**config.mk**
```make
export PLATFORM = sky130hd
export DESIGN_NAME = seq_sort
export DESIGN_NICKNAME = d
export VERILOG_FILES = /design/src/rtl/sort_pkg.sv /design/src/rtl/cmp_swap.sv /design/src/rtl/seq_sort.sv
export SDC_FILE = /design/constraint.sdc
export NUM_CORES = 1
export LEC_CHECK = 0
export ABC_AREA = 0
export CAP_MARGIN = 40
export CORE_ASPECT_RATIO = 1.2
export CORE_MARGIN = 1.5
export CORE_UTILIZATION = 45
export DETAILED_ROUTE_END_ITERATION = 7
export PLACE_DENSITY = 0.74
export SYNTH_ARGS = -nofsm -noshare
export SYNTH_HDL_FRONTEND = slang
export SYNTH_SLANG_ARGS = --single-unit
export TNS_END_PERCENT = 1
```
**constraint.sdc**
```tcl
create_clock -name clk -period 7.2 [get_ports clk]
set_input_delay 1.44 -clock clk [delete_from_list [all_inputs] [get_ports clk]]
set_output_delay 1.44 -clock clk [all_outputs]
set_load 0.02 [all_outputs]
```
**src/rtl/sort_pkg.sv**
```systemverilog
// Shared types and helpers for the sequential odd-even transposition sorter.
package sort_pkg;

  // Controller states: idle/accepting, sorting one phase per cycle, result held.
  typedef enum logic [1:0] {
    IDLE = 2'd0,
    SORT = 2'd1,
    DONE = 2'd2
  } state_e;

  // Bit offset of element k inside a packed vector of n elements of w bits.
  // Element 0 sits in the most significant slice.
  function automatic int unsigned elem_idx(input int unsigned k,
                                           input int unsigned n,
                                           input int unsigned w);
    return (n - 1 - k) * w;
  endfunction

endpackage

```
**src/rtl/cmp_swap.sv**
```systemverilog
// Single compare-exchange cell. lo_out lands at the lower element index of the
// pair; the pair is swapped only when strictly out of order, so ties keep
// their original order.
module cmp_swap #(
  parameter int WIDTH = 4
) (
  input  logic [WIDTH-1:0] x,
  input  logic [WIDTH-1:0] y,
  input  logic             descend,
  output logic [WIDTH-1:0] lo_out,
  output logic [WIDTH-1:0] hi_out,
  output logic             swapped
);

  // Unsigned compare; direction picks which strict inequality forces a swap.
  always_comb begin
    swapped = descend ? (x < y) : (x > y);
    lo_out  = swapped ? y : x;
    hi_out  = swapped ? x : y;
  end

endmodule

```
**src/rtl/seq_sort.sv**
```systemverilog
// Sequential sorter: one odd-even transposition phase per clock, with early
// exit after two consecutive phases that made no swaps.
module seq_sort
  import sort_pkg::*;
#(
  parameter  int NUM_VALS = 8,
  parameter  int WIDTH    = 4,
  localparam int PW       = $clog2(NUM_VALS + 1)
) (
  input  logic                      clk,
  input  logic                      rst_n,
  input  logic                      in_valid,
  output logic                      in_ready,
  input  logic [NUM_VALS*WIDTH-1:0] A,
  input  logic                      descend,
  output logic                      out_valid,
  input  logic                      out_ready,
  output logic [NUM_VALS*WIDTH-1:0] B,
  output logic [PW-1:0]             phases,
  output logic                      busy
);

  localparam int VW  = NUM_VALS * WIDTH;
  localparam int NE  = NUM_VALS / 2;
  localparam int NO  = (NUM_VALS - 1) / 2;
  localparam int NOA = (NO > 0) ? NO : 1;
  localparam logic [PW-1:0] LAST_PHASE = PW'(NUM_VALS);

  state_e          state_q, state_d;
  logic [VW-1:0]   work_q, work_d;
  logic [VW-1:0]   b_q, b_d;
  logic [PW-1:0]   cnt_q, cnt_d;
  logic [PW-1:0]   phases_q, phases_d;
  logic            desc_q, desc_d;
  logic            noswap_q, noswap_d;

  logic [WIDTH-1:0] cur [NUM_VALS];
  logic [WIDTH-1:0] ev_lo [NE];
  logic [WIDTH-1:0] ev_hi [NE];
  logic [NE-1:0]    ev_sw;
  logic [WIDTH-1:0] od_lo [NOA];
  logic [WIDTH-1:0] od_hi [NOA];
  logic [NOA-1:0]   od_sw;
  logic [VW-1:0]    ev_vec, od_vec, phase_vec;
  logic             phase_swapped;
  logic [PW-1:0]    cnt_inc;

  // Even bank compares (0,1),(2,3),...
  for (genvar i = 0; i < NE; i++) begin : g_even
    cmp_swap #(.WIDTH(WIDTH)) u_cs (
      .x      (cur[2*i]),
      .y      (cur[2*i+1]),
      .descend(desc_q),
      .lo_out (ev_lo[i]),
      .hi_out (ev_hi[i]),
      .swapped(ev_sw[i])
    );
  end

  // Odd bank compares (1,2),(3,4),...; empty when there are only two elements.
  if (NO > 0) begin : g_odd
    for (genvar i = 0; i < NO; i++) begin : g_cell
      cmp_swap #(.WIDTH(WIDTH)) u_cs (
        .x      (cur[2*i+1]),
        .y      (cur[2*i+2]),
        .descend(desc_q),
        .lo_out (od_lo[i]),
        .hi_out (od_hi[i]),
        .swapped(od_sw[i])
      );
    end
  end else begin : g_no_odd
    assign od_lo[0] = '0;
    assign od_hi[0] = '0;
    assign od_sw    = '0;
  end

  // Unpack the working register and repack each bank's result; elements not
  // covered by a bank pass straight through.
  for (genvar k = 0; k < NUM_VALS; k++) begin : g_el
    localparam int unsigned BASE = elem_idx(k, NUM_VALS, WIDTH);
    assign cur[k] = work_q[BASE +: WIDTH];

    if (k / 2 < NE) begin : g_ev_pair
      if (k % 2 == 0) begin : g_lo
        assign ev_vec[BASE +: WIDTH] = ev_lo[k/2];
      end else begin : g_hi
        assign ev_vec[BASE +: WIDTH] = ev_hi[k/2];
      end
    end else begin : g_ev_pass
      assign ev_vec[BASE +: WIDTH] = cur[k];
    end

    if (k >= 1 && (k - 1) / 2 < NO) begin : g_od_pair
      if (k % 2 == 1) begin : g_lo
        assign od_vec[BASE +: WIDTH] = od_lo[(k-1)/2];
      end else begin : g_hi
        assign od_vec[BASE +: WIDTH] = od_hi[(k-1)/2];
      end
    end else begin : g_od_pass
      assign od_vec[BASE +: WIDTH] = cur[k];
    end
  end

  // Phase parity selects which bank is applied this cycle.
  always_comb begin
    phase_vec     = cnt_q[0] ? od_vec : ev_vec;
    phase_swapped = cnt_q[0] ? (|od_sw) : (|ev_sw);
    cnt_inc       = cnt_q + PW'(1);
  end

  // State and datapath registers; reset drops any vector in flight.
  always_ff @(posedge clk or negedge rst_n) begin
    if (!rst_n) begin
      state_q  <= IDLE;
      work_q   <= '0;
      b_q      <= '0;
      cnt_q    <= '0;
      phases_q <= '0;
      desc_q   <= 1'b0;
      noswap_q <= 1'b0;
    end else begin
      state_q  <= state_d;
      work_q   <= work_d;
      b_q      <= b_d;
      cnt_q    <= cnt_d;
      phases_q <= phases_d;
      desc_q   <= desc_d;
      noswap_q <= noswap_d;
    end
  end

  // Next-state logic: accept, step one phase, or wait for the consumer.
  always_comb begin
    state_d  = state_q;
    work_d   = work_q;
    b_d      = b_q;
    cnt_d    = cnt_q;
    phases_d = phases_q;
    desc_d   = desc_q;
    noswap_d = noswap_q;
    unique case (state_q)
      IDLE: begin
        if (in_valid) begin
          work_d   = A;
          desc_d   = descend;
          cnt_d    = '0;
          noswap_d = 1'b0;
          state_d  = SORT;
        end
      end
      SORT: begin
        work_d   = phase_vec;
        cnt_d    = cnt_inc;
        noswap_d = !phase_swapped;
        // noswap_q is cleared on accept, so the early exit needs two phases.
        if (cnt_inc == LAST_PHASE || (!phase_swapped && noswap_q)) begin
          b_d      = phase_vec;
          phases_d = cnt_inc;
          state_d  = DONE;
        end
      end
      DONE: begin
        if (out_ready) state_d = IDLE;
      end
      default: state_d = IDLE;
    endcase
  end

  // Handshake and status outputs decode directly from the state.
  always_comb begin
    in_ready  = (state_q == IDLE);
    busy      = (state_q == SORT);
    out_valid = (state_q == DONE);
    B         = b_q;
    phases    = phases_q;
  end

endmodule

```
# ---- Word-level counts from Yosys, hierarchy flattened
# Cells that the tools add are included.
# Widths: inputs -> output; s select.
dict set report totals {
  reg_bits 76
  word_cells 72
  output_inout_bits 39
  input_bits 37
}
dict set report op_classes {
  muxes 33
  magnitude_cmp 14
  add_sub_neg 1
  reduce_logical 11
  eq_ne 6
}
# op count
set op_table {}
lappend op_table {{$mux 32} 2}
lappend op_table {{$pmux 32 s2} 1}
lappend op_table {{$mux 4} 15}
lappend op_table {{$gt 4x4->1} 7}
lappend op_table {{$lt 4x4->1} 7}
lappend op_table {{$mux 1} 9}
lappend op_table {{$pmux 4 s2} 1}
lappend op_table {{$mux 2} 3}
lappend op_table {{$pmux 2 s3} 1}
lappend op_table {{$reduce_and 2->1} 3}
lappend op_table {{$add 4x1->4 const B} 1}
lappend op_table {{$eq 4x4->1 const B} 1}
lappend op_table {{$ne 2x1->1 const B} 2}
lappend op_table {{$reduce_or 4->1} 1}
lappend op_table {{$reduce_and 3->1} 1}
lappend op_table {{$reduce_or 3->1} 1}
lappend op_table {{$eq 2x1->1 const B} 1}
lappend op_table {{$eq 2x2->1 const B} 1}
lappend op_table {{$logic_not 2->1} 1}
lappend op_table {{$ne 2x2->1 const B} 1}
lappend op_table {{$pmux 1 s2} 1}
lappend op_table {{$reduce_bool 2->1} 1}
lappend op_table {{$logic_and 1x1->1} 1}
lappend op_table {{$logic_not 1->1} 1}
lappend op_table {{$logic_or 1x1->1} 1}

# ---- Depth between registers and ports, before layout
dict set report logic_depth {
  word_depth 9
  ltp_mapped 10
  mapped_depth_nobuf 9
}

# ---- Hierarchy
# From an unflattened synthesis, not the netlist that was laid out.
dict set report unflattened {
  cells_unflattened 608
  hier_area_um2 5995.8
}
# mod seq_area_each_um2 area_each_um2 cells_per_inst n_inst
set modules_own_cells {}
lappend modules_own_cells {seq_sort 1901.8 3718.6 321 1}
lappend modules_own_cells {cmp_swap 0.0 325.3 41 7}

# ---- Worst setup path before layout
# Ideal clock, no wire load.
dict set report synth_path {
  path_type {register to output}
  start {register state_q[1]}
  end {output busy}
  required_time_ns 5.760
  n_path_buf 2
  stages_incl_launch_ff 5
  setup_slack_ns 4.439
  arrival_ns 1.321
  cell_sequence {dfrtp_1 nand2b_1 inv_1 clkbuf_1 clkbuf_1}
}
dict set report synth_via {
  elab_chain_len 1
}
# item line_no
set synth_rtl {}
lappend synth_rtl {{from (decl)} seq_sort.sv:29} ;# state_e state_q, state_d;
lappend synth_rtl {{from (signal assigned)} seq_sort.sv:123} ;# state_q <= state_d;
lappend synth_rtl {{$eq 2x1->1} seq_sort.sv:173} ;# busy = (state_q == SORT);
lappend synth_rtl {{to (decl)} seq_sort.sv:20} ;# output logic busy
# No other way between the ends.

# ---- Worst setup path after layout
# Same ends and word-level chain as after synthesis.

==> qor.csv <==
stage,metric,value,unit
floorplanning,initial cell density of the core,46.2,%
cts,hold_buf cts,0,
cells_and_area,"non-filler cells, final",699,
setup_path,CP Capture Type,output port,
cells_and_area,"commonest non-fill, non-tap cells in the layout","dfrtp_1, clkdlybuf4s50_1, mux2i_1",
grt,vias in the first global route,4267,
cells_and_area,"commonest non-fill, non-tap cell in the layout",dfrtp_1,
cells_and_area,post-layout instance area,6020,sq um
route,drt pass-1 iters,7,
synth,main area contributors after synthesis,"dfrtp_1, mux2i_1, ha_1",
floorplanning,die height,117,microns
cts,CTS max path bufs,2,
setup_path,Crit Path Class,register to output port,
place,IO buf count,75,
cts,TritonCTS Buffers,9,
synth,main combinational cell family by area after synthesis,compound AO/OA/AOI/OAI gates,
timing,Hold Fails Final Rpt,0,
grt,pin count of the biggest net entering global routing,58,
cells_and_area,NumNets Final,632,
setup_path,Worst EP required,5.76,ns
synth,sequential-to-total area share from yosys stat,38.9,%
cts,post-CTS setup buffer count,0,
grt,global-route wire length before repair,21.7,mm
synth,Mapped Area,4890,sq um
timing,headroom to the max-slew limit,40.2,%
timing,Setup TNS Final,0,ns
route,"wirelength, routed",13.0,mm
route,DRC marker count from the first detailed-route iteration,292,
cells_and_area,Layout Area Growth over Synthesis,23.2,%
cts,CTS tree,built,
timing,min Tclk post-route,3.53,ns
synth,Yosys top cell by area,dfrtp_1,
floorplanning,full die area,11500,sq um
route,DR WL/cell,18.7,microns
synth,"Top FF cell, synth",dfrtp_1,
route,drc violations,0,
timing,Pins Over Slew Limit,0,
outcome,status,completed,
place,Inst Count DP,684,
cts,CTS resizes,0,
synth,share of flip-flops with an asynchronous set or reset,100,%
synth,top-area cell type share of the netlist area,38.9,%
timing,final setup violation count,0,
worst_hold_path,Hold/Removal Path Class,register to register,
synth,Syn Area/Cell,9.83,sq um
synth,Synth Area in Compound Gates,22.9,%
synth,post-synthesis xor/xnor area fraction,0.358,%
place,RePlAce Congestion,0.924,
route,vias,4176,
cells_and_area,multi-input combinational cell area,2690,sq um
synth,syn_nets,563,
floorplanning,row count,41,
setup_path,largest fanout on the critical path,20,
synth,Ys Warns,0,
timing,worst slew pin tran,0.898,ns
synth,post-synthesis mux area share,15.1,%
floorplanning,I/O Pins,76,
cells_and_area,fill cell count,960,
timing,Fin Hold WS,0.491,ns
floorplanning,chip width,98.1,microns
timing,fin crit share,49.1,%
cells_and_area,fraction of final layout cells sized beyond drive strength 1,8.42,%
synth,Yosys reg bits,76,
place,DP HPWL,9.26,mm
flow_run,MaxCap Viol Count,0,
setup_path,crit path DAT,2.09,ns
cells_and_area,n_diodes,0,
cts,Clock Latency Late Sink,0.34,ns
synth,adder-cell share of the synthesized area,7.42,%
timing,clock skew,0.0110,ns
floorplanning,CORE AREA,10600,sq um
synth,Yosys cell types,58,
synth,Synth Area in Simple Gates,9.11,%
setup_path,crit path launch type,register,
synth,Gate Count Post-Synth,497,
grt,initial antenna violation count,0,
cts,H-Tree Depth,3,
cells_and_area,FF/Latch Area,1900,sq um
place,Post-DP Area,5770,sq um
route,vias per cell,5.97,
timing,RSZ-0062 raised after global routing,no,
route,Detail Route Antenna Nets,0,
grt,Tot GR Track Use,23.7,%
timing,Peak Freq,0.283,GHz
cts,TritonCTS Sinks,76,
synth,Post-synth EDFFs,0,
cts,clk slew on worst S/H paths,0.05,ns
grt,Congestion Overflow GR,0,
cts,CTS Root Cell,clkbuf_16,
registers in the layout (all words and copies together), names as in the netlist:
| register | flops |
|---|---|
| B | 32 |
| cnt_q | 4 |
| cur | 32 |
| desc_q | 1 |
| noswap_q | 1 |
| phases | 4 |
| state_q | 2 |
final timing paths:
path                                         end  slack [ns]  cells past startpoint              startpoint
setup reg to reg           phases[0]$_DFFE_PN0P_        4.00                      9      cur[7]$_DFFE_PN0P_
min in group asynchronous      B[29]$_DFFE_PN0P_        1.08                      1                   rst_n
hold / removal                 B[23]$_DFFE_PN0P_        0.49                      1       B[23]$_DFFE_PN0P_
setup / recovery                            busy        3.67                      3  state_q[1]$_DFFE_PN0P_
hold reg to reg                B[23]$_DFFE_PN0P_        0.49                      1       B[23]$_DFFE_PN0P_
max in group asynchronous       B[9]$_DFFE_PN0P_        5.54                      2                   rst_n
synth_stat cells (2+ instances only):
library cell and count:
o211a_1 2, buf_2 5, nand2b_1 3, nor4_1 2
a22o_1 2, ha_1 29, nor3_1 3, mux2_4 12
o211ai_1 3, o21a_1 7, a21oi_1 30, inv_1 46
clkbuf_1 15, a21o_1 5, o21ai_0 34, a211o_1 3
a221oi_1 2, o2bb2ai_1 12, nand3_1 8, a22oi_1 10
a41o_1 2, o21bai_1 2, nor2_1 22, nor2b_1 6
o311ai_0 6, o22a_1 4, a222oi_1 3, buf_12 2
nand2_1 41, a41oi_1 3, mux2_2 6, dfrtp_1 76
o221ai_1 6, a31oi_1 4, mux2i_1 49, nand3b_1 2
o21ai_1 3, and2_1 3, a211oi_1 5
critical path: stages, from the launching register on:
cell	delay [ns]
dfrtp_1	0.38
nand2b_1	0.52
inv_1	0.22
clkdlybuf4s50_1	0.63
per-layer routing:
metal / GRT usage [%] / vias to the layer above / routed length (microns)
met5: 0 / - / 0
met4: 8.45 / 0 / 172
met3: 3.27 / 14 / 636
met2: 39.0 / 149 / 6330
met1: 32.4 / 2046 / 5890
li1: - / 1967 / -
through the flow:
step                      worst slack (ns)  util [%]
after floorplan                       4.44         -
after global placement                3.58      53.9
after detailed placement              3.51      54.6
after CTS                             3.68      57.0
after global routing                  3.52      57.0
final                                 3.67      57.0
layout make-up:
cell class,count,share of cell area (%)
well taps,129,2.68
clock inverters,3,0.249
multi-input cells,351,44.6
repair buffers,81,14.0
inverters,47,2.93
flip-flops and latches,76,31.6
clock buffers,12,3.93
cell families after synthesis:
logic type,after synthesis
mux,67
compound gates,157
xor+xnor,2
simple gates,96
fa+ha+maj,29
buf+inv,70
flops,76
Power is not shown: default switching activity piles up to over one toggle a cycle in this logic, so the estimate is an artifact.
